### config.mk
export PLATFORM = sky130hd
export DESIGN_NAME = load_store_unit
export DESIGN_NICKNAME = d
export VERILOG_FILES = /design/src/rtl/load_store_unit.sv
export SDC_FILE = /design/constraint.sdc
export NUM_CORES = 1
export LEC_CHECK = 0
export ABC_AREA = 1
export CAP_MARGIN = 10
export CORE_AREA = 5 5 74 76
export CTS_CLUSTER_SIZE = 8
export DETAILED_ROUTE_END_ITERATION = 6
export DIE_AREA = 0 0 79 81
export GPL_TIMING_DRIVEN = 0
export PLACE_DENSITY = 0.88
export SLEW_MARGIN = 20
export SYNTH_ARGS = -nofsm -noshare
export SYNTH_HDL_FRONTEND = slang
export SYNTH_SLANG_ARGS = --single-unit
### constraint.sdc
create_clock -name Clk -period 2.95 [get_ports Clk]
set_input_delay 0.59 -clock Clk [delete_from_list [all_inputs] [get_ports Clk]]
set_output_delay 0.59 -clock Clk [all_outputs]
set_load 0.02 [all_outputs]
### src/rtl/load_store_unit.sv
// Load/store sequencer between the control unit and a byte-wide data memory.
// Each 16-bit word access is split into two byte accesses, low byte first, at
// A and A+1. Word accesses at the top address either wrap or are rejected.
module load_store_unit #(
  parameter int unsigned ADDR_W  = 5,
  parameter int unsigned DATA_W  = 8,
  parameter int unsigned WRAP_EN = 0
) (
  input  logic                Clk,
  input  logic                Rst,
  input  logic                Req,
  output logic                Ready,
  input  logic                Op_store,
  input  logic                Op_word,
  input  logic [ADDR_W-1:0]   Addr,
  input  logic [2*DATA_W-1:0] Wdata,
  output logic                Done,
  output logic                Err,
  output logic [2*DATA_W-1:0] Rdata,
  output logic                Mem_en,
  output logic [ADDR_W-1:0]   Mem_addr,
  output logic [DATA_W-1:0]   Mem_wdata,
  input  logic [DATA_W-1:0]   Mem_rdata
);

  typedef enum logic [1:0] {S_IDLE, S_LO, S_HI, S_RESP} state_t;

  localparam logic [ADDR_W-1:0] ADDR_ONE = 1;

  state_t                r_state;
  state_t                w_next;
  logic                  r_store;
  logic                  r_word;
  logic [ADDR_W-1:0]     r_addr;
  logic [2*DATA_W-1:0]   r_wdata;
  logic                  r_err;
  logic [2*DATA_W-1:0]   r_rdata;
  logic                  r_mem_en;
  logic [ADDR_W-1:0]     r_mem_addr;
  logic [DATA_W-1:0]     r_mem_wdata;
  logic                  w_reject;

  // A word at the last address cannot be split unless wrapping is enabled
  assign w_reject = Op_word && (Addr == '1) && (WRAP_EN == 0);

  assign Err       = r_err;
  assign Rdata     = r_rdata;
  assign Mem_en    = r_mem_en;
  assign Mem_addr  = r_mem_addr;
  assign Mem_wdata = r_mem_wdata;

  // State register
  always_ff @(posedge Clk or posedge Rst) begin
    if (Rst) r_state <= S_IDLE;
    else     r_state <= w_next;
  end

  // Next-state decode plus the handshake and completion outputs
  always_comb begin
    w_next = r_state;
    Ready  = 1'b0;
    Done   = 1'b0;
    case (r_state)
      S_IDLE: begin
        Ready = 1'b1;
        if (Req) w_next = w_reject ? S_RESP : S_LO;
      end
      S_LO:    w_next = r_word ? S_HI : S_RESP;
      S_HI:    w_next = S_RESP;
      S_RESP: begin
        Done   = 1'b1;
        w_next = S_IDLE;
      end
      default: w_next = S_IDLE;
    endcase
  end

  // Request capture, memory port drive and load-data assembly. The memory port
  // is registered one state ahead so it holds its last value between accesses.
  always_ff @(posedge Clk or posedge Rst) begin
    if (Rst) begin
      r_store     <= 1'b0;
      r_word      <= 1'b0;
      r_addr      <= '0;
      r_wdata     <= '0;
      r_err       <= 1'b0;
      r_rdata     <= '0;
      r_mem_en    <= 1'b0;
      r_mem_addr  <= '0;
      r_mem_wdata <= '0;
    end else begin
      case (r_state)
        S_IDLE: begin
          if (Req) begin
            r_store <= Op_store;
            r_word  <= Op_word;
            r_addr  <= Addr;
            r_wdata <= Wdata;
            r_err   <= w_reject;
            if (!w_reject) begin
              r_mem_addr <= Addr;
              r_mem_en   <= Op_store;
              if (Op_store) r_mem_wdata <= Wdata[DATA_W-1:0];
            end
          end
        end
        S_LO: begin
          if (!r_store) begin
            r_rdata[DATA_W-1:0] <= Mem_rdata;
            if (!r_word) r_rdata[2*DATA_W-1:DATA_W] <= '0;
          end
          if (r_word) begin
            r_mem_addr <= r_addr + ADDR_ONE;
            r_mem_en   <= r_store;
            if (r_store) r_mem_wdata <= r_wdata[2*DATA_W-1:DATA_W];
          end else begin
            r_mem_en <= 1'b0;
          end
        end
        S_HI: begin
          r_mem_en <= 1'b0;
          if (!r_store) r_rdata[2*DATA_W-1:DATA_W] <= Mem_rdata;
        end
        default: ;
      endcase
    end
  end

endmodule

======== Yosys cells after proc, flatten, opt, wreduce, memory -nomap -nowiden ========
Cells that the tools add are included.
Widths: inputs -> output; s select.
cells by class
  eq/ne operators ......................... 12
  bitwise operators ....................... 1
  mux-type cells .......................... 24
  reductions and logical operators ........ 11
  add/sub/neg operators ................... 1
operator list
  operator             number
  $mux 8               7
  $pmux 8 s2           2
  $mux 16              1
  $ne 2x2->1 const B   8
  $mux 5               3
  $pmux 5 s2           1
  $pmux 2 s4           1
  $reduce_and 4->1     2
  $mux 1               6
  $reduce_and 6->1     1
  $add 5x1->5 const B  1
  $eq 5x5->1 const B   1
  $eq 2x2->1 const B   2
  $mux 2               2
  $reduce_and 2->1     2
  $reduce_bool 2->1    2
  $pmux 1 s3           1
  $reduce_and 3->1     1
  $reduce_bool 3->1    1
  $eq 2x1->1 const B   1
  $logic_not 2->1      1
  $logic_and 1x1->1    1
  $not 1->1            1
word-level totals
  output and inout bits ................... 33
  bits of input ports ..................... 34
  bits in registers ....................... 56

======== Longest topological paths before layout ========
Gate-level depths: netlist (run 1).
  word-level depth ........................ 5
  mapped depth ............................ 9
  gate-level depth less buffers ........... 9

======== Worst setup path before layout (run 1) ========
Ideal clock, no wire load.
  kind .................................... register to register
  start point ............................. register r_state[0]
  end point ............................... register r_mem_wdata[0], in the netlist Mem_wdata[0]
  required time ........................... 2.833 ns
  stages on the path, launching flop included .. 9
  library setup time ...................... 0.117 ns
  setup slack ............................. 1.372 ns
  arrival time ............................ 1.461 ns
  buffers on the path ..................... 1
  period minus slack after synthesis ...... 1.578 ns
  cells stage by stage .................... dfrtp_1 > inv_1 > ha_1 > nand2_1 > nor2_1 > nand2_2 > buf_6 > nand4_1 > nand2_1
between the ends
  longest elaborated chain between the ends .. 3
  elaborated cells between the ends (all ways) .. 10
  classes of those cells .................. 6 x eq/ne; 1 x mux; 3 x reduce/logical
RTL lines
  what                                                       RTL line  text
  from (decl)                                                30        state_t r_state;
  from (signal assigned)                                     55        else r_state <= w_next;
  $eq 2x1->1 or $logic_not 2->1 (tied branches)              92        case (r_state)
  $ne 2x2->1 (no line) or $reduce_bool 2->1 (tied branches)  -
  $reduce_and 6->1 (no line)                                 -
  to (signal assigned)                                       103       if (Op_store) r_mem_wdata <= Wdata[DATA_W-1:0];
  to (signal assigned)                                       115       if (r_store) r_mem_wdata <= r_wdata[2*DATA_W-1:DATA_W];
  to (decl)                                                  40        logic [DATA_W-1:0] r_mem_wdata;
Several ways; a longest one is shown, not always the timed one.
A chain may end at the register's enable or synchronous reset.

======== Worst setup path in the final report (run 1) ========
  start point ............................. register r_state[0]
  end point ............................... output port Ready
between the ends
  longest elaborated chain between the ends .. 2
RTL lines
  what             RTL line  text
  $logic_not 2->1  63        case (r_state)
  $mux 1           63
  to (decl)        12        output logic Ready,
Every way passes these cells.

==> run summary, run 1 <==
The run finished with clean final reports. The post-synth net total came out at 306. The power density over the cells is 1070 mW/mm^2. The overall die height came out at 81 microns. Entering global routing, the biggest net connects 30 pins.

On the critical path the largest part of the delay comes from buffers and inverters. The worst-case clock skew came out at 5.78 ps. The combined global-route utilization of all metal layers came out at 17.6%. The number of port buffers came out at 66.

The type of origin of the critical path is a flop. The floorplan step defined a die boundary enclosing 0.00640 sq mm. Hold repair after CTS inserted 0 buffers. Setup repair after global routing left no endpoint under its margin. Sequential cells were found to cover 51.9% of the synthesized design area.

The worst setup timing slack at the placement stage is 808 ps. STA classifies the critical path endpoint as a primary output. Synthesis inferred 48 register bits. The worst setup path is of the flop to primary output kind. After detailed routing, the number of remaining DRC violations is 0. The number of antenna violations at the first check in global routing is 0. The critical path arrival came out at 1870 ps.

The final HPWL from detailed placement came out at 4.12 mm. The antenna diode instance count is 0. The final number of max-transition violations came out at 0.

The detailed-route vias per instance is 4.98. The number of clock buffers inserted by TritonCTS came out at 5. The netlist area before placement came out at 0.00232 sq mm. The largest vdd supply drop came out at 0.000554 V. The root buffer selected by CTS is sky130_fd_sc_hd__clkbuf_8. The final period utilization came out at 83.4%. Max-cap violations in this run came to 0. During synthesis, Yosys emitted a total of 0 warnings. The count of antenna-violating nets left after detailed routing is 0.

The final RePlAce weighted congestion came out at 0.787. For this run, the post-layout net count is 380. TritonCTS built the clock tree.

Counting along the longest clock path gives a buffer depth of 2. The total overflow reported by the global router is 0. From left edge to right edge, the die measures 79 microns.

The mean cell area of the mapped netlist came out at 8.67 sq um. The count of endpoints failing hold in the final timing report came out at 0. The critical-path maximum fanout came out at 8. The first TritonRoute pass finished after 4 iterations. The worst-case headroom to the max-slew limit is 70.7%.

Clock-pin slew was measured on the worst setup and hold paths at 90 ps. The clock drives 48 sinks. The required arrival time at the worst endpoint came out at 2360 ps. The setup TNS after final layout came out at 0 ps. The slew at the pin closest to its max-slew limit came out at 439 ps. In this run the worst hold path is classified as flop to flop. Synthesis instantiated 26 different standard cells from the library. Setup violations remaining at the end of the flow were counted as 0. The placeable core area is 0.00466 sq mm. Setup slack on the critical path of the routed design comes to 491 ps. The leakage component of the power is 0.00156 uW.

The sum of buffers and inverters on the critical path came out at 2. Among all stages on the critical path, the largest delay is contributed by sky130_fd_sc_hd__clkdlybuf4s50_1. Synthesis produced 267 cells. The depth of the CTS H-tree came out at 2. The clock insertion delay at the later pin of the skew report is 300 ps.

The number of ports placed on the die boundary is 67. In this run the core area contains 25 standard-cell rows. After the first detailed-routing iteration, the DRC count stood at 134. The number of gates resized after CTS was 0.

The delay of the slowest cell on the worst path is 670 ps. The buffer count from post-CTS setup fixing is 0. The first global-routing pass estimated 8.78 mm of wire. The signal on the critical path passes through inv_1 -> ha_1 -> clkdlybuf4s50_1.

The total detailed-routing wirelength came out at 5.39 mm. The average wire length per cell after detail routing came out at 13.6 microns. The maximum frequency from static timing analysis is 407 MHz. The post-route netlist has 11.4% of its cells at a drive strength greater than 1. The area overhead of the layout relative to synthesis is 36.1%. The worst path needs 2460 ps of the cycle, external delays included. The number of global-route vias before repair is 1911. The initial standard-cell utilization of the core is 49.7%. The total vias in the final route came out at 1974.
## sequential cells by signal, summed over array words and instances (netlist names)
signal     cells
r_store        1
r_addr         5
r_wdata        8
Err            1
Mem_en         1
Mem_wdata      8
Mem_addr       5
r_word         1
r_state        2
Rdata         16
## cell families (layout without fill, tap and decap cells)
logic type | count (synthesis) | count (layout) | share of synthesized area, %
AO/OA/AOI/OAI | 28 | 28 | 6.32
adder cells (fa/ha/maj) | 5 | 5 | 2.70
buffers and inverters | 26 | 101 | 5.35
flip-flops | 48 | 48 | 51.9
multiplexers | 8 | 8 | 3.89
AND/OR/NAND/NOR | 152 | 152 | 29.9
## worst reg2reg max path, cell delays in order, from the launching register on
cell	delay, ps
sky130_fd_sc_hd__dfrtp_1	440
sky130_fd_sc_hd__inv_1	120
sky130_fd_sc_hd__ha_1	340
sky130_fd_sc_hd__inv_2	60
sky130_fd_sc_hd__nand2_1	70
sky130_fd_sc_hd__nand2_2	100
sky130_fd_sc_hd__nor2_8	170
sky130_fd_sc_hd__nand3_4	130
sky130_fd_sc_hd__nand2_1	90
sky130_fd_sc_hd__nand2_1	50
## Yosys cell counts (all sizes together)
cell type | instances | share of area, %
nand3 | 17 | 4.4
nand4 | 10 | 2.7
ha | 5 | 2.7
o211ai | 1 | 0.32
nand2 | 117 | 20
a21oi | 2 | 0.43
or2 | 2 | 0.54
mux2 | 8 | 3.9
dfrtp | 48 | 52
o21ai | 25 | 5.6
inv | 16 | 2.6
buf | 9 | 2.6
nor2 | 6 | 2.0
clkbuf | 1 | 0.16
## routing by layer
metal / global-route usage, % / up-vias / share of wire (%)
met4: 4.12 / 0 / 0.89
met2: 29.1 / 71 / 47
li1: - / 1008 / -
met3: 7.54 / 6 / 11
met5: 0 / - / 0
met1: 21.3 / 889 / 41
## final cells by class
| class | instances | area (sq um) |
|---|---|---|
| plain buffers | 10 | 63.8 |
| inverters | 16 | 60.1 |
| clock buffers | 5 | 68.8 |
| well taps | 54 | 67.6 |
| fillers | 385 | 1510 |
| clock inverters | 3 | 18.8 |
| repair buffers | 67 | 681 |
| multi-input cells | 193 | 991 |
| flip-flops and latches | 48 | 1200 |
## per-stage QoR
step	std cells	hold slack, ps	instance area, sq um	util [%]	power [uW]
after floorplan	267	449	2320	-	2330
after global placement	387	453	3040	65.3	2950
after detailed placement	388	458	3060	65.7	2990
after CTS	396	480	3150	67.6	3390
after global routing	396	499	3150	67.6	3630
final	396	475	3150	67.6	3360
## path summary, 6_finish.rpt
kind	from	endpoint	slack, ps	depth (start not counted)
worst max-delay path	r_state[0]$_DFFE_PP0P_	Ready	490	3
worst min-delay path	Mem_wdata[2]$_DFFE_PP0P_	Mem_wdata[2]$_DFFE_PP0P_	480	2
worst max register to register	r_state[0]$_DFFE_PP0P_	Mem_wdata[5]$_DFFE_PP0P_	1270	9
worst min register to register	Mem_wdata[2]$_DFFE_PP0P_	Mem_wdata[2]$_DFFE_PP0P_	480	2
max in group asynchronous	Rst	Rdata[14]$_DFFE_PP0P_	1840	3
min in group asynchronous	Rst	Rdata[7]$_DFFE_PP0P_	600	2
## report_power, final
part / internal (uW) / switching (uW)
registers: 951 / 177
clock network: 166 / 223
logic: 788 / 1050
total: 1900 / 1450
## cells in the final DEF, fill, tap and decap left out, types with 4 or more instances in the layout
cell / instances
sky130_fd_sc_hd__nand2_1: 113
sky130_fd_sc_hd__clkdlybuf4s50_1: 66
sky130_fd_sc_hd__dfrtp_1: 48
sky130_fd_sc_hd__o21ai_0: 19
sky130_fd_sc_hd__nand3_1: 15
sky130_fd_sc_hd__inv_1: 14
sky130_fd_sc_hd__nand4_1: 10
sky130_fd_sc_hd__mux2_2: 8
sky130_fd_sc_hd__buf_2: 6
sky130_fd_sc_hd__o21ai_1: 5
sky130_fd_sc_hd__ha_1: 5
sky130_fd_sc_hd__clkbuf_8: 5
sky130_fd_sc_hd__nor2_1: 4
Power figures use the tool's default switching activity.
==> run 2: changes to the inputs <==
- CORE_AREA: 5 5 74 76 -> 5 5 77 79
- DIE_AREA: 0 0 79 81 -> 0 0 82 84
- PLACE_DENSITY: 0.88 -> 0.82
- clock period: 2.95 -> 2.5 ns (I/O delays scaled with it)
==> run summary, run 2 (synthesis gave the netlist of run 1 again) <==
Run status: complete, no violations (unchanged). The critical path arrival came out at 1890 ps (was 1870 ps). The x dimension of the die is 82 microns (was 79 microns). The placeable core area is 0.00527 sq mm (was 0.00466 sq mm). The number of buffers inserted by hold repair at cts came out at 0 (unchanged).

The largest vdd supply drop was 0.000682 V (was 0.000554 V). The number of sinks driven by the clock tree came out at 48 (unchanged). The worst-case clock skew is 8.07 ps (was 5.78 ps). The layout cell share with drive strength beyond 1 is 11.4% (unchanged). Setup repair after global routing missed its margin: false (unchanged). The required arrival time at the worst endpoint came out at 2000 ps (was 2360 ps). Chain of cells forming the critical path: inv_1 -> ha_1 -> clkdlybuf4s50_1 (unchanged). The number of clock buffers inserted by TritonCTS came out at 5 (unchanged). The final RePlAce weighted congestion came out at 0.817 (was 0.787). The number of flip-flops under the largest register name came out at 16 (unchanged). The kind of critical path is flop to primary output (unchanged). The number of antenna violations at the first check in global routing came out at 0 (unchanged). The type of origin of the critical path is a flop (unchanged). The final period utilization came out at 95.4%.

The TritonCTS clock tree is built (unchanged). The critical-path maximum fanout is 8 (unchanged). The clock-pin transition on the worst setup and hold timing paths is 100 ps (was 90 ps). The first-pass GRT wire length came out at 9.30 mm (was 8.78 mm). The final HPWL from detailed placement is 4.17 mm (was 4.12 mm). The standard cell with the maximum stage delay on the critical path is sky130_fd_sc_hd__clkdlybuf4s50_1 (unchanged). The detailed-route vias per instance is 4.87 (was 4.98).

The clock insertion delay at the later pin of the skew report is 300 ps (about the same). The initial standard-cell utilization of the core is 43.9% (was 49.7%). The max-capacitance violation count came out at 0 (unchanged). The cell depth of the worst hold path is 2 (unchanged). The setup violation total in the final timing report is 0 (unchanged).

The leading cell type in the layout, fill and taps excluded is sky130_fd_sc_hd__nand2_1 (unchanged). The net count of the finished layout was 380 (unchanged). Most used cells in the layout excluding fill and tap cells: sky130_fd_sc_hd__nand2_1 (113), sky130_fd_sc_hd__clkdlybuf4s50_1 (66), sky130_fd_sc_hd__dfrtp_1 (48) (unchanged). The number of port buffers was 66 (unchanged). The type of destination of the critical path was a primary output (unchanged). The total detailed-routing wirelength came to 5.51 mm (was 5.39 mm). The overall die height is 84 microns (was 81 microns).

The largest net degree at the start of global routing came out at 27 (was 30). The power density over the cells came out at 1280 mW/mm^2 (was 1070 mW/mm^2). The number of global-route vias before repair is 2027 (was 1911). The number of fillers in the final layout is 483 (was 385).

The slew at the pin closest to its max-slew limit came out at 527 ps (was 439 ps). The worst path needs 2390 ps of the cycle, external delays included. The depth of the CTS H-tree is 2 (unchanged). The leakage component of the power came out at 0.00157 uW (was 0.00156 uW). The total vias in the final route came out at 2018 (was 1974). The worst-case headroom to the max-slew limit is 64.8% (was 70.7%). The logic depth of the worst register-to-register path came out at 9 (unchanged). The count of endpoints failing hold in the final timing report was 0 (unchanged). The reg-to-reg setup timing slack is 810 ps (was 1270 ps). The area of combinational cells with multiple inputs is 991 sq um (unchanged). The number of instances in the placed design is 406 (was 388). The remaining routing DRC violations came out at 0 (unchanged). The count of antenna-violating nets left after detailed routing was 0 (unchanged). The buffer count from post-CTS setup fixing came to 0 (unchanged).

The final number of max-transition violations was 0 (unchanged). The root buffer selected by CTS is sky130_fd_sc_hd__clkbuf_8 (unchanged). The antenna diode instance count is 0 (unchanged). Static timing analysis puts the maximum clock frequency at 419 MHz. The combined global-route utilization of all metal layers was 17.4% (was 17.6%). The total overflow reported by the global router came out at 0 (unchanged).

The sequential cell area was 0.00120 sq mm (unchanged). The worst min-delay path category was flop to flop (unchanged). The number of cell rows came out at 27 (was 25). The number of ports placed on the die boundary is 67 (unchanged). The area overhead of the layout relative to synthesis is 38.2% (was 36.1%).

The detailed-router iteration count before antenna repair is 4 (unchanged). The setup TNS after final layout is 0 ps (unchanged). The delay of the slowest cell on the worst path came out at 670 ps (about the same). The average wire length per cell after detail routing is 13.3 microns (was 13.6 microns). The die outline area is 0.00689 sq mm (was 0.00640 sq mm).

The number of standard cells in the layout, taps in and fillers out is 414 (was 396). The detailed router's first-iteration violation count came out at 78 (was 134). The buffer levels on the longest clock path came out at 2 (unchanged). The number of gates resized after cts came out at 0 (unchanged).
## run 2: cell types whose count changed in the layout (fill, tap and decap cells not counted), sizes merged
cell | previous run | this run
clkinvlp | 0 | 1
clkinv | 3 | 0
bufinv | 0 | 1
inv | 16 | 17
## run 2: final timing paths
check,from,endpoint
setup / recovery,r_state[0]$_DFFE_PP0P_,Ready
hold / removal,Mem_wdata[4]$_DFFE_PP0P_,Mem_wdata[4]$_DFFE_PP0P_
setup reg to reg,r_state[0]$_DFFE_PP0P_,Mem_wdata[3]$_DFFE_PP0P_
hold reg to reg,Mem_wdata[4]$_DFFE_PP0P_,Mem_wdata[4]$_DFFE_PP0P_
max in group asynchronous,Rst,Mem_addr[4]$_DFFE_PP0P_
min in group asynchronous,Rst,Mem_en$_DFFE_PP0P_
## run 2: layout make-up
cell class / instances / share of cell area [%]
plain buffers: 10 / 1.99
clock buffers: 5 / 2.15
clock inverters: 3 / 1.45
inverters: 16 / 1.88
multi-input cells: 193 / 30.9
flip-flops and latches: 48 / 37.5
well taps: 72 / 2.81
repair buffers: 67 / 21.3
## run 2: power by group
part | total (uW) | switching (uW) | internal [uW]
Sequential | 1330 | 211 | 1120
Clock | 577 | 275 | 301
Combinational | 2180 | 1250 | 930
Total | 4090 | 1730 | 2350
## run 2: metrics by stage
step	instance area, sq um	worst slack, ps	total power (uW)	hold WS (ps)	utilization, %
after global placement	3070	-67.7	3480	454	58.2
after CTS	3200	92.3	4130	483	60.8
after global routing	3200	12.0	4450	500	60.8
after detailed placement	3090	443	3540	459	58.6
after floorplan	2320	856	2750	449	-
final	3200	114	4090	480	60.8
## run 2: per-layer routing
layer  wire [microns]  track usage, %  vias up
met5                0               0        -
li1                 -               -     1010
met1             2220            21.0      930
met4               78            5.14        0
met3              616            8.10       10
met2             2590            27.6       68
## run 2: worst max-delay path, delay by kind of cell, from the launching register on
kind                     cells  cell delay (ps)
flip-flops                   1              440
adder cells (fa/ha/maj)      1              350
buffers and inverters        2              790
==> run 3: changes to the inputs <==
- GPL_TIMING_DRIVEN: 0 -> not set
==> run summary, run 3 (synthesis gave the netlist of run 1 again) <==
The remaining routing DRC violations is 0 (unchanged). The area overhead of the layout relative to synthesis came out at 36.1% (was 38.2%). The worst min-delay path category is flop to flop (unchanged). The final standard cell area without fillers came out at 0.00315 sq mm (was 0.00320 sq mm). The area of combinational cells with multiple inputs came out at 991 sq um (unchanged). The antenna diode instance count is 0 (unchanged). The number of flip-flops under the largest register name is 16 (unchanged). The x dimension of the die came to 82 microns (unchanged).

The placed instance area is 0.00304 sq mm (was 0.00309 sq mm). The number of global-route vias before repair came out at 1928 (was 2027). The setup violation total in the final timing report is 0 (unchanged). The final period utilization was 93.7% (was 95.4%). The final critical-path setup slack came to 157 ps (was 114 ps).

The number of clock buffers inserted by TritonCTS is 5 (unchanged). The slew at the pin closest to its max-slew limit came out at 502 ps (was 527 ps). The detailed-router iteration count before antenna repair came to 4 (unchanged).

The number of buffers inserted by hold repair at cts is 0 (unchanged). Most used cells in the layout excluding fill and tap cells: sky130_fd_sc_hd__nand2_1 (113), sky130_fd_sc_hd__clkdlybuf4s50_1 (66), sky130_fd_sc_hd__dfrtp_1 (48) (unchanged). The number of sinks driven by the clock tree came to 48 (unchanged).

The first-pass GRT wire length is 8.86 mm (was 9.30 mm). The sequential cell area came out at 0.00120 sq mm (unchanged). The count of antenna-violating nets left after detailed routing is 0 (unchanged). The placeable core area is 0.00527 sq mm (unchanged). The clock insertion delay at the later pin of the skew report is 300 ps (about the same). The type of destination of the critical path is a primary output (unchanged). The largest vdd supply drop is 0.000709 V (was 0.000682 V).

The total vias in the final route came out at 1973 (was 2018). The logic depth of the worst register-to-register path is 6 (was 9). The leading cell type in the layout, fill and taps excluded was sky130_fd_sc_hd__nand2_1 (unchanged). The total detailed-routing wirelength is 5.45 mm (was 5.51 mm).

The number of standard cells in the layout, taps in and fillers out came out at 406 (was 414). The type of origin of the critical path was a flop (unchanged). The number of port buffers is 66 (unchanged). The power density over the cells came out at 1280 mW/mm^2 (about the same). The final number of max-transition violations was 0 (unchanged). The detailed-route vias per instance came out at 4.86 (was 4.87). The number of ports placed on the die boundary came out at 67 (unchanged).

The combined global-route utilization of all metal layers was 16.5% (was 17.4%). The kind of critical path is flop to primary output (unchanged). The final RePlAce weighted congestion was 0.819 (was 0.817).

The critical path arrival came to 1840 ps (was 1890 ps). The max-capacitance violation count was 0 (unchanged). The net count of the finished layout is 372 (was 380). The final period demand of the worst path was 2340 ps (was 2390 ps).

The number of instances in the placed design is 398 (was 406). The layout cell share with drive strength beyond 1 is 9.58% (was 11.4%). The die outline area came out at 0.00689 sq mm (unchanged). The startpoint of the worst hold path was Mem_wdata[4]$_DFFE_PP0P_ (unchanged).

The start point of the critical path is r_state[0]$_DFFE_PP0P_ (unchanged). The maximum frequency from static timing analysis came to 427 MHz (was 419 MHz). The number of gates resized after cts is 0 (unchanged). The cell depth of the worst hold path was 2 (unchanged).

The final HPWL from detailed placement came out at 4.14 mm (was 4.17 mm). The TritonCTS clock tree is built (unchanged). The number of antenna violations at the first check in global routing was 0 (unchanged).

The worst-case clock skew came out at 6.50 ps (was 8.07 ps). The startpoint of the most critical register-to-register path is r_state[0]$_DFFE_PP0P_ (unchanged). The overall die height is 84 microns (unchanged). The buffer levels on the longest clock path came out at 2 (unchanged).

The required arrival time at the worst endpoint came out at 2000 ps (about the same). The clock-pin transition on the worst setup and hold timing paths came out at 90 ps (was 100 ps). The number of cell rows is 27 (unchanged). The average wire length per cell after detail routing came out at 13.4 microns (was 13.3 microns).

The buffer count from post-CTS setup fixing came out at 0 (unchanged). The worst setup timing slack at the placement stage is 482 ps (was 443 ps). The setup TNS after final layout came out at 0 ps (unchanged). Run status: complete, no violations (unchanged). The largest net degree at the start of global routing came out at 27 (unchanged).

The tightest hold margin came out at 484 ps (was 480 ps). The total overflow reported by the global router came out at 0 (unchanged). The leakage component of the power came out at 0.00154 uW (was 0.00157 uW). The root buffer selected by CTS is sky130_fd_sc_hd__clkbuf_8 (unchanged). Setup repair after global routing missed its margin: false (unchanged). The number of fillers in the final layout was 483 (unchanged). The depth of the CTS H-tree is 2 (unchanged).

The detailed router's first-iteration violation count came out at 83 (was 78). The critical-path maximum fanout came out at 8 (unchanged). The worst-case headroom to the max-slew limit is 66.5% (was 64.8%). The count of endpoints failing hold in the final timing report is 0 (unchanged). The initial standard-cell utilization of the core came to 43.9% (unchanged).
## run 3: changes by cell type in the layout (fill, tap and decap cells not counted)
cell and change:
sky130_fd_sc_hd__clkbuf_1 -1, sky130_fd_sc_hd__buf_2 -6, sky130_fd_sc_hd__buf_4 +1, sky130_fd_sc_hd__buf_6 -2
## run 3: path summary, 6_finish.rpt
path	endpoint	slack [ps]
max in group asynchronous	Rdata[11]$_DFFE_PP0P_	1460
worst min register to register	Mem_wdata[4]$_DFFE_PP0P_	480
worst max register to register	Mem_addr[0]$_DFFE_PP0P_	740
worst max-delay path	Ready	160
min in group asynchronous	Rdata[1]$_DFFE_PP0P_	530
worst min-delay path	Mem_wdata[4]$_DFFE_PP0P_	480
## run 3: layout make-up
cell class,count,share of cell area [%]
Inverter,16,1.90
Tap cell,72,2.86
Clock inverter,3,1.47
Multi-Input combinational cell,193,31.4
Sequential cell,48,38.1
Timing Repair Buffer,69,22.1
Clock buffer,5,2.18
## run 3: worst max-delay path, cell delays in order (launching register included)
cell                              delay [ps]
sky130_fd_sc_hd__dfrtp_1                 440
sky130_fd_sc_hd__inv_1                   130
sky130_fd_sc_hd__ha_1                    320
sky130_fd_sc_hd__clkdlybuf4s50_1         660
## run 3: report_power, final
group          switching (uW)  internal [uW]
clock                     277            302
sequential                230           1120
combinational            1220            901
total                    1730           2320
## run 3: through the flow
| stage | power [uW] | utilization, % |
|---|---|---|
| 2_1_floorplan | 2750 | - |
| 6_report | 4050 | 59.8 |
| 4_1_cts | 4080 | 59.8 |
| 5_1_grt | 4380 | 59.8 |
| 3_3_place_gp | 3440 | 57.6 |
| 3_5_place_dp | 3490 | 57.6 |
## run 3: per-layer routing
layer,up-vias,GRT usage [%],share of wire (%)
met4,0,5.89,1.5
met5,-,0,0
met3,11,6.80,10
met1,894,19.9,41
met2,68,26.0,47
li1,1000,-,-
